--- src/rtl/imem_loader.sv ---
// Boot loader: turns a framed, checksummed byte stream into big-endian word writes
// to instruction memory and keeps the core in reset until a good program has arrived.
module imem_loader #(
  parameter int ADDR_W = 10
) (
  input  logic              clk,
  input  logic              reset,
  input  logic              in_valid,
  input  logic [7:0]        in_data,
  output logic              in_ready,
  output logic              mem_write,
  output logic [31:0]       mem_address,
  output logic [31:0]       mem_write_data,
  output logic              cpu_reset,
  output logic              done,
  output logic              error,
  output logic [ADDR_W:0]   words_loaded
);

  localparam logic [2:0] S_LEN_HI = 3'd0;
  localparam logic [2:0] S_LEN_LO = 3'd1;
  localparam logic [2:0] S_DATA   = 3'd2;
  localparam logic [2:0] S_CSUM   = 3'd3;
  localparam logic [2:0] S_DONE   = 3'd4;
  localparam logic [2:0] S_ERR    = 3'd5;

  localparam logic [16:0] MAX_WORDS = 17'(1 << ADDR_W);

  logic [2:0]      state_q, state_d;
  logic [15:0]     len_q, len_d;
  logic [1:0]      phase_q, phase_d;
  logic [23:0]     shift_q, shift_d;
  logic [7:0]      csum_q, csum_d;
  logic [ADDR_W:0] count_q, count_d;
  logic            mem_write_q, mem_write_d;
  logic [31:0]     addr_q, addr_d;
  logic [31:0]     wdata_q, wdata_d;
  logic            cpu_reset_q, cpu_reset_d;
  logic            done_q, done_d;
  logic            error_q, error_d;

  logic            accept;
  logic [15:0]     new_len;
  logic [16:0]     next_count;

  assign in_ready = !reset && (state_q == S_LEN_HI || state_q == S_LEN_LO ||
                               state_q == S_DATA   || state_q == S_CSUM);
  assign accept     = in_valid && in_ready;
  assign new_len    = {len_q[15:8], in_data};
  assign next_count = 17'(count_q) + 17'd1;

  always_comb begin
    state_d     = state_q;
    len_d       = len_q;
    phase_d     = phase_q;
    shift_d     = shift_q;
    csum_d      = csum_q;
    count_d     = count_q;
    mem_write_d = 1'b0;
    addr_d      = addr_q;
    wdata_d     = wdata_q;
    cpu_reset_d = cpu_reset_q;
    done_d      = done_q;
    error_d     = error_q;

    case (state_q)
      S_LEN_HI: begin
        if (accept) begin
          len_d[15:8] = in_data;
          state_d     = S_LEN_LO;
        end
      end
      S_LEN_LO: begin
        if (accept) begin
          len_d[7:0] = in_data;
          if (new_len == 16'd0) begin
            state_d = S_CSUM;
          end else if ({1'b0, new_len} > MAX_WORDS) begin
            state_d = S_ERR;
            error_d = 1'b1;
          end else begin
            state_d = S_DATA;
          end
        end
      end
      S_DATA: begin
        if (accept) begin
          csum_d  = csum_q ^ in_data;
          phase_d = phase_q + 2'd1;
          shift_d = {shift_q[15:0], in_data};
          // Fourth byte completes the word; the write is registered for next cycle.
          if (phase_q == 2'd3) begin
            mem_write_d = 1'b1;
            addr_d      = 32'(count_q[ADDR_W-1:0]) << 2;
            wdata_d     = {shift_q, in_data};
            count_d     = count_q + (ADDR_W+1)'(1);
            if (next_count == {1'b0, len_q}) begin
              state_d = S_CSUM;
            end
          end
        end
      end
      S_CSUM: begin
        if (accept) begin
          if (in_data == csum_q) begin
            state_d     = S_DONE;
            done_d      = 1'b1;
            cpu_reset_d = 1'b0;
          end else begin
            state_d = S_ERR;
            error_d = 1'b1;
          end
        end
      end
      default: begin
      end
    endcase
  end

  always_ff @(posedge clk) begin
    if (reset) begin
      state_q     <= S_LEN_HI;
      len_q       <= '0;
      phase_q     <= '0;
      shift_q     <= '0;
      csum_q      <= '0;
      count_q     <= '0;
      mem_write_q <= 1'b0;
      addr_q      <= '0;
      wdata_q     <= '0;
      cpu_reset_q <= 1'b1;
      done_q      <= 1'b0;
      error_q     <= 1'b0;
    end else begin
      state_q     <= state_d;
      len_q       <= len_d;
      phase_q     <= phase_d;
      shift_q     <= shift_d;
      csum_q      <= csum_d;
      count_q     <= count_d;
      mem_write_q <= mem_write_d;
      addr_q      <= addr_d;
      wdata_q     <= wdata_d;
      cpu_reset_q <= cpu_reset_d;
      done_q      <= done_d;
      error_q     <= error_d;
    end
  end

  assign mem_write      = mem_write_q;
  assign mem_address    = addr_q;
  assign mem_write_data = wdata_q;
  assign cpu_reset      = cpu_reset_q;
  assign done           = done_q;
  assign error          = error_q;
  assign words_loaded   = count_q;

endmodule

--- config.mk ---
export PLATFORM = sky130hd
export DESIGN_NAME = imem_loader
export DESIGN_NICKNAME = d
export VERILOG_FILES = /design/src/rtl/imem_loader.sv
export SDC_FILE = /design/constraint.sdc
export NUM_CORES = 1
export LEC_CHECK = 0
export ABC_AREA = 1
export CAP_MARGIN = 20
export CORE_ASPECT_RATIO = 1.25
export CORE_MARGIN = 2
export CORE_UTILIZATION = 45
export CTS_CLUSTER_DIAMETER = 80
export DETAILED_ROUTE_END_ITERATION = 7
export PLACE_DENSITY = 0.7
export SETUP_SLACK_MARGIN = 0.15
export SKIP_CTS_REPAIR_TIMING = 1
export SYNTH_ARGS = -nofsm -noshare
export SYNTH_HDL_FRONTEND = slang
export SYNTH_SLANG_ARGS = --single-unit
--- constraint.sdc ---
create_clock -name clk -period 2 [get_ports clk]
set_clock_uncertainty 0.15 [all_clocks]
set_input_delay 0.2 -clock clk [delete_from_list [all_inputs] [get_ports clk]]
set_output_delay 0.2 -clock clk [all_outputs]
set_load 0.05 [all_outputs]
==> results of run 1 <==
state kept, by name, indices dropped and copies added (netlist names), 2 cells and up:
| signal | count |
|---|---|
| words_loaded | 11 |
| phase_q | 2 |
| mem_address | 10 |
| state_q | 3 |
| shift_q | 24 |
| csum_q | 8 |
| len_q | 16 |
| mem_write_data | 32 |
per-layer routing:
layer | global-route usage [%] | wire [um]
met2 | 34.2 | 6290
met3 | 3.01 | 671
met1 | 26.4 | 5150
met4 | 10.1 | 268
met5 | 0 | 0
cell type report:
type / instances / area share (%)
Sequential cell: 110 / 35.7
Multi-Input combinational cell: 414 / 33.3
Timing Repair inverter: 3 / 0.363
Clock buffer: 10 / 3.85
Clock inverter: 6 / 1.11
Timing Repair Buffer: 104 / 19.5
Inverter: 57 / 3.55
Tap cell: 129 / 2.60
critical path, stage by stage (launching register included):
cell and delay [ns]:
dfxtp_4 0.36, buf_6 0.12, nand2_4 0.09, nor2_8 0.18
nand3_2 0.09, nand3_1 0.09, nand2_1 0.05, nor2_1 0.15
nand2_1 0.07, nor2_1 0.12, nand2_2 0.08, nand2_2 0.08
nand2_2 0.06, nand2_1 0.06, nand2_1 0.04, nor2_1 0.09
Yosys cell counts (all sizes together), types with 3 or more instances:
library cell  instances  area, um^2
nand2                78         310
a21oi                62         310
o21ai                84         420
nor3                  4        20.0
inv                  57         214
nand3                31         165
nor2                 93         388
buf                  38         245
a31oi                 3        18.8
dfxtp               110        2200
xnor2                 6        52.6
clkbuf               15        56.3
a211oi               19         143
kinds of logic (layout without fill, tap and decap cells):
group / Yosys count / count (layout) / share of synthesized area, %
flops: 110 / 110 / 47.5
simple gates: 210 / 211 / 19.6
other cells: 1 / 22 / 0.0808
fa+ha+maj: 2 / 2 / 0.539
buf+inv: 110 / 180 / 11.1
compound gates: 171 / 171 / 19.7
xor+xnor: 8 / 8 / 1.51
power groups by stage:
| stage | clock network (mW) | logic (mW) | registers, mW |
|---|---|---|---|
| CTS | 1.86 | 0.392 | 2.25 |
| finish | 1.83 | 0.416 | 2.26 |
| global placement | 0 | 0.385 | 2.30 |
| floorplan | 0 | 0.303 | 2.30 |
| global route | 1.96 | 0.450 | 2.26 |
| detailed placement | 0 | 0.390 | 2.30 |
worst max-delay path by stage:
stage,slack (ns),startpoint,cells past startpoint,end
floorplan,0.11,words_loaded[0],14,state_q[1]
global placement,-0.09,in_data[0],11,error
detailed placement,-0.16,reset,7,shift_q[15]
CTS,-0.006,words_loaded[0],2,words_loaded[0]
global route,-0.04,words_loaded[1],16,state_q[1]
finish,0.05,words_loaded[0],15,state_q[1]
through the flow:
step                setup WS [ns]  cells  hold WS, ns  cell area, um^2
finish                     0.0531    833        0.295             6210
global route              -0.0446    833        0.318             6210
CTS                      -0.00648    822        0.300             5850
detailed placement         -0.155    806        0.289             5540
global placement          -0.0908    806        0.288             5540
floorplan                   0.106    633        0.199             4740
==> reports/metrics.cfg, run 1 <==
[yosys]
synthArstFlopShare_pct = 0
avgSynthCellArea_um2 = 7.58
synth.distinct_cells = 29
netlist_instances = 612
ys_ff_latch = 110
yosysWarnings = 0
synthFlopType = dfxtp_1
synth_seq_area_share_pct = 47.5
synth-edff-count = 0
syn_area_um2 = 4640

[sta]
setup_violations = 0
worstMarginPinSlew_ns = 0.525
finalSetupTns_ns = 0
period_share_pct = 97.3
fin_crit_ns = 1.95
relSlewSlack_pct = 64.9
fmax_ghz = 0.514
finalHoldViolCount = 0
rsz0062_at_grt = true
slew_viol_final = 0

[cells_and_area]
antenna_cells = 0
seq_area_um2 = 2220
area_delta_synth_final_pct = 33.8
multi_input_area_um2 = 2070
drive_gt1_share_pct = 14.1
nets = 712
final.fill_count = 882
most-common-layout-cells = dfxtp_1 (100), nor2_1 (83), o21ai_0 (77)
final_common_cell = dfxtp_1
fin_util_pct = 61.8

[setup_path]
path_class = reg2reg
r2r-start = words_loaded[0]
crit_path_end_kind = flip-flop
rrSetupSlack_ns = 0.05
startpoint_type = flip-flop
reg2reg_to = state_q[1]
cp.required_ns = 2.14
path_max_fanout = 6
crit_arrival_ns = 2.09
r2r_cells = 15

[drt]
route.vias.total = 4335
antenna_left = 0
routed_wl_um = 12400
drc = 0
wl_per_cell_um = 14.9
first_pass_iters = 5
drtIter0Drc = 290
vias_per_cell = 5.20

[floorplan]
die_w_um = 94.8
die_h_um = 118
num_rows = 41
die_area_um2 = 11100
start_util_pct = 46.2
io_pins = 91
core_region_area_um2 = 10100

[pwr]
p_sw_mw = 1.13
leakage_nw = 3.41
power_density_nw_per_um2 = 725
power_mw = 4.50
combPwrFrac_pct = 9.2
seq_power_share_pct = 50.1
power.internal_mw = 3.37
clock_power_share_pct = 40.7
irDropWorstVdd_uv = 523
netSwitchingFraction_pct = 25.2

[hold_path]
hold_end = done
hold_start = done
hold_depth = 2
worstHoldPathType = reg2reg

[clock_network]
clk_path_buf_depth = 2
cts.sinks = 110
cts_tree = done
cts.root.buffer_cell = clkbuf_16
h-tree-depth = 3
cts_made_buffers = 9
insertion_delay_ns = 0.35
clk_pin_slew_ns = 0.07

[placement]
gp_congestion = 0.865
place_hpwl_um = 7960
portBuffers = 68

[grt]
grt_antenna_before_repair = 0
grt_pass1_wl_um = 18300
grt_pass1_vias = 3853
grt_remaining_overflow = 0
grt_max_degree = 70
globalRouteTotalUtil_pct = 20.8

[run_status]
status = finished, final reports clean

[job]
max_cap_violations = 0

Note: power is estimated with default switching activity, not from simulation.
==> run 2: changes to the inputs <==
- CORE_ASPECT_RATIO: 1.25 -> 1.75
- GPL_TIMING_DRIVEN: default -> 1
==> run 2 against run 1 <==
Clock power is 5% higher. First-iteration DRC count is 18% lower. Sequential share of layout area is 0.12 points higher. Total power is 1.9% higher. Combinational power hardly changed. Die area is 0.24% higher. Cell count is 0.84% lower. Critical path type unchanged. Critical endpoint unchanged. Largest cell class unchanged.
==> reports/metrics.cfg, run 2 (synthesis gave the netlist of run 1 again) <==
[sta]
finalHoldViolCount = 0  ; unchanged
finalSetupTns_ns = 0  ; unchanged
fin_crit_ns = 1.92  ; -0.0254 ns
rsz0062_at_grt = true
period_share_pct = 96.1  ; -1.3 points
fmax_ghz = 0.520  ; +1.3%
worstMarginPinSlew_ns = 0.528  ; +0.00328 ns
slew_viol_final = 0  ; unchanged
relSlewSlack_pct = 64.7  ; -0.22 points
setup_ws_ns = 0.0785  ; +0.0254 ns
setup_violations = 0  ; unchanged

[clock_network]
clk_pin_slew_ns = 0.08  ; about the same
clk_path_buf_depth = 2  ; unchanged
cts.sinks = 110  ; unchanged
cts_made_buffers = 9  ; unchanged
cts_tree = done
h-tree-depth = 3  ; unchanged
insertion_delay_ns = 0.36  ; about the same
cts.root.buffer_cell = clkbuf_16

[setup_path]
path_class = reg2reg
cp.required_ns = 2.10  ; -0.04 ns
crit_slowest_cell = dfxtp_4
startpoint_type = flip-flop
crit_path_end_kind = flip-flop
cp_cell_sequence = buf_6 -> nand2_4 -> nor2_8 -> buf_12 -> buf_4 -> nand3b_1 -> nand2_1 -> nand3_1 -> nand2_1 -> nor2_1 -> nand2_1 -> nand2_2 -> nand2_2 -> nor2_1 -> nor2_1
slowest_delay_ns = 0.36  ; about the same
path_max_fanout = 7  ; +1
crit_arrival_ns = 2.02  ; -0.07 ns

[cells_and_area]
drive_gt1_share_pct = 13.3  ; -0.76 points
nets = 707  ; -0.70%
final_common_cell = dfxtp_1
fin_cells = 826  ; -0.84%
largest_reg_flops = 32  ; unchanged
most-common-layout-cells = dfxtp_1 (100), nor2_1 (82), o21ai_0 (80)
antenna_cells = 0  ; unchanged
area_delta_synth_final_pct = 33.4

[placement]
gp_congestion = 0.885  ; +2.3%
place_ws_ns = -0.119  ; +0.0369 ns
dpl.cell_count = 805  ; -0.12%
place_hpwl_um = 8420  ; +5.7%
portBuffers = 68  ; unchanged

[run_status]
status = finished, final reports clean

[job]
max_cap_violations = 0  ; unchanged

[pwr]
power_mw = 4.59  ; +1.9%
power_density_nw_per_um2 = 742  ; +2.3%
irDropWorstVdd_uv = 596  ; +14%
leakage_nw = 3.44  ; +0.85%

[floorplan]
num_rows = 49  ; +20%
core_region_area_um2 = 10200  ; +1.2%
io_pins = 91  ; unchanged
die_h_um = 138  ; +18%
start_util_pct = 45.6  ; -0.56 points
die_area_um2 = 11200  ; +0.24%
die_w_um = 80.8  ; -15%

[grt]
grt_pass1_wl_um = 19200  ; +5.2%
grt_remaining_overflow = 0  ; unchanged
grt_antenna_before_repair = 0  ; unchanged
globalRouteTotalUtil_pct = 22.1  ; +1.2 points
grt_pass1_vias = 4030  ; +4.6%
grt_max_degree = 46  ; -34%

[hold_path]
worstHoldPathType = reg2reg

[drt]
drc = 0  ; unchanged
antenna_left = 0  ; unchanged
wl_per_cell_um = 14.6  ; -1.5%
routed_wl_um = 12100  ; -2.4%
first_pass_iters = 5  ; unchanged
drtIter0Drc = 238  ; -18%
route.vias.total = 4342  ; +0.16%
vias_per_cell = 5.26  ; +1.0%

run 2: changes by cell type in the layout (fill, tap and decap cells not counted), moves of 3 or more:
cell        change
inv_1           +3
o21ai_0         +3
clkinvlp_4      -5
inv_8           +4
nand2_2         -3
o21ai_1         -3
run 2: final timing paths:
path | to | slack [ns] | start | cells after the start
setup / recovery | state_q[1] | 0.08 | words_loaded[0] | 15
hold / removal | done | 0.30 | done | 2
setup reg to reg | state_q[1] | 0.08 | words_loaded[0] | 15
hold reg to reg | done | 0.30 | done | 2
run 2: critical path: cells and delay by family (launching register included):
kind,cells,cell delay [ns]
buf+inv,3,0.37
flops,1,0.36
simple gates,12,0.91
run 2: routing by layer:
metal / up-vias / share of wire [%] / GRT usage (%)
met3: 40 / 3.5 / 2.87
met1: 2023 / 38 / 25.1
li1: 2141 / - / -
met5: - / 0 / 0
met4: 0 / 5.3 / 14.6
met2: 138 / 53 / 37.5
run 2: final cells by class:
class,instances,area [um^2]
fillers,906,3990
flip-flops and latches,110,2220
multi-input cells,413,2080
repair buffers,103,1190
clock buffers,9,225
inverters,57,216
well taps,127,159
clock inverters,7,97.6
run 2: stage by stage:
step	cell area, um^2	hold WS [ns]	util (%)
finish	6190	0.302	60.8
global route	6190	0.323	60.8
CTS	5890	0.309	57.9
detailed placement	5570	0.296	54.7
global placement	5570	0.291	54.7
floorplan	4740	0.199	-
run 2: power by group:
part | internal [mW] | switching (mW)
clock | 1.02 | 0.903
combinational | 0.128 | 0.287
sequential | 2.23 | 0.0254
==> run 3: changes to the inputs <==
- ABC_CLOCK_PERIOD_IN_PS: default -> 2000
==> results of run 3 <==
The final DEF is identical to that of run 2; final timing and power are the same.
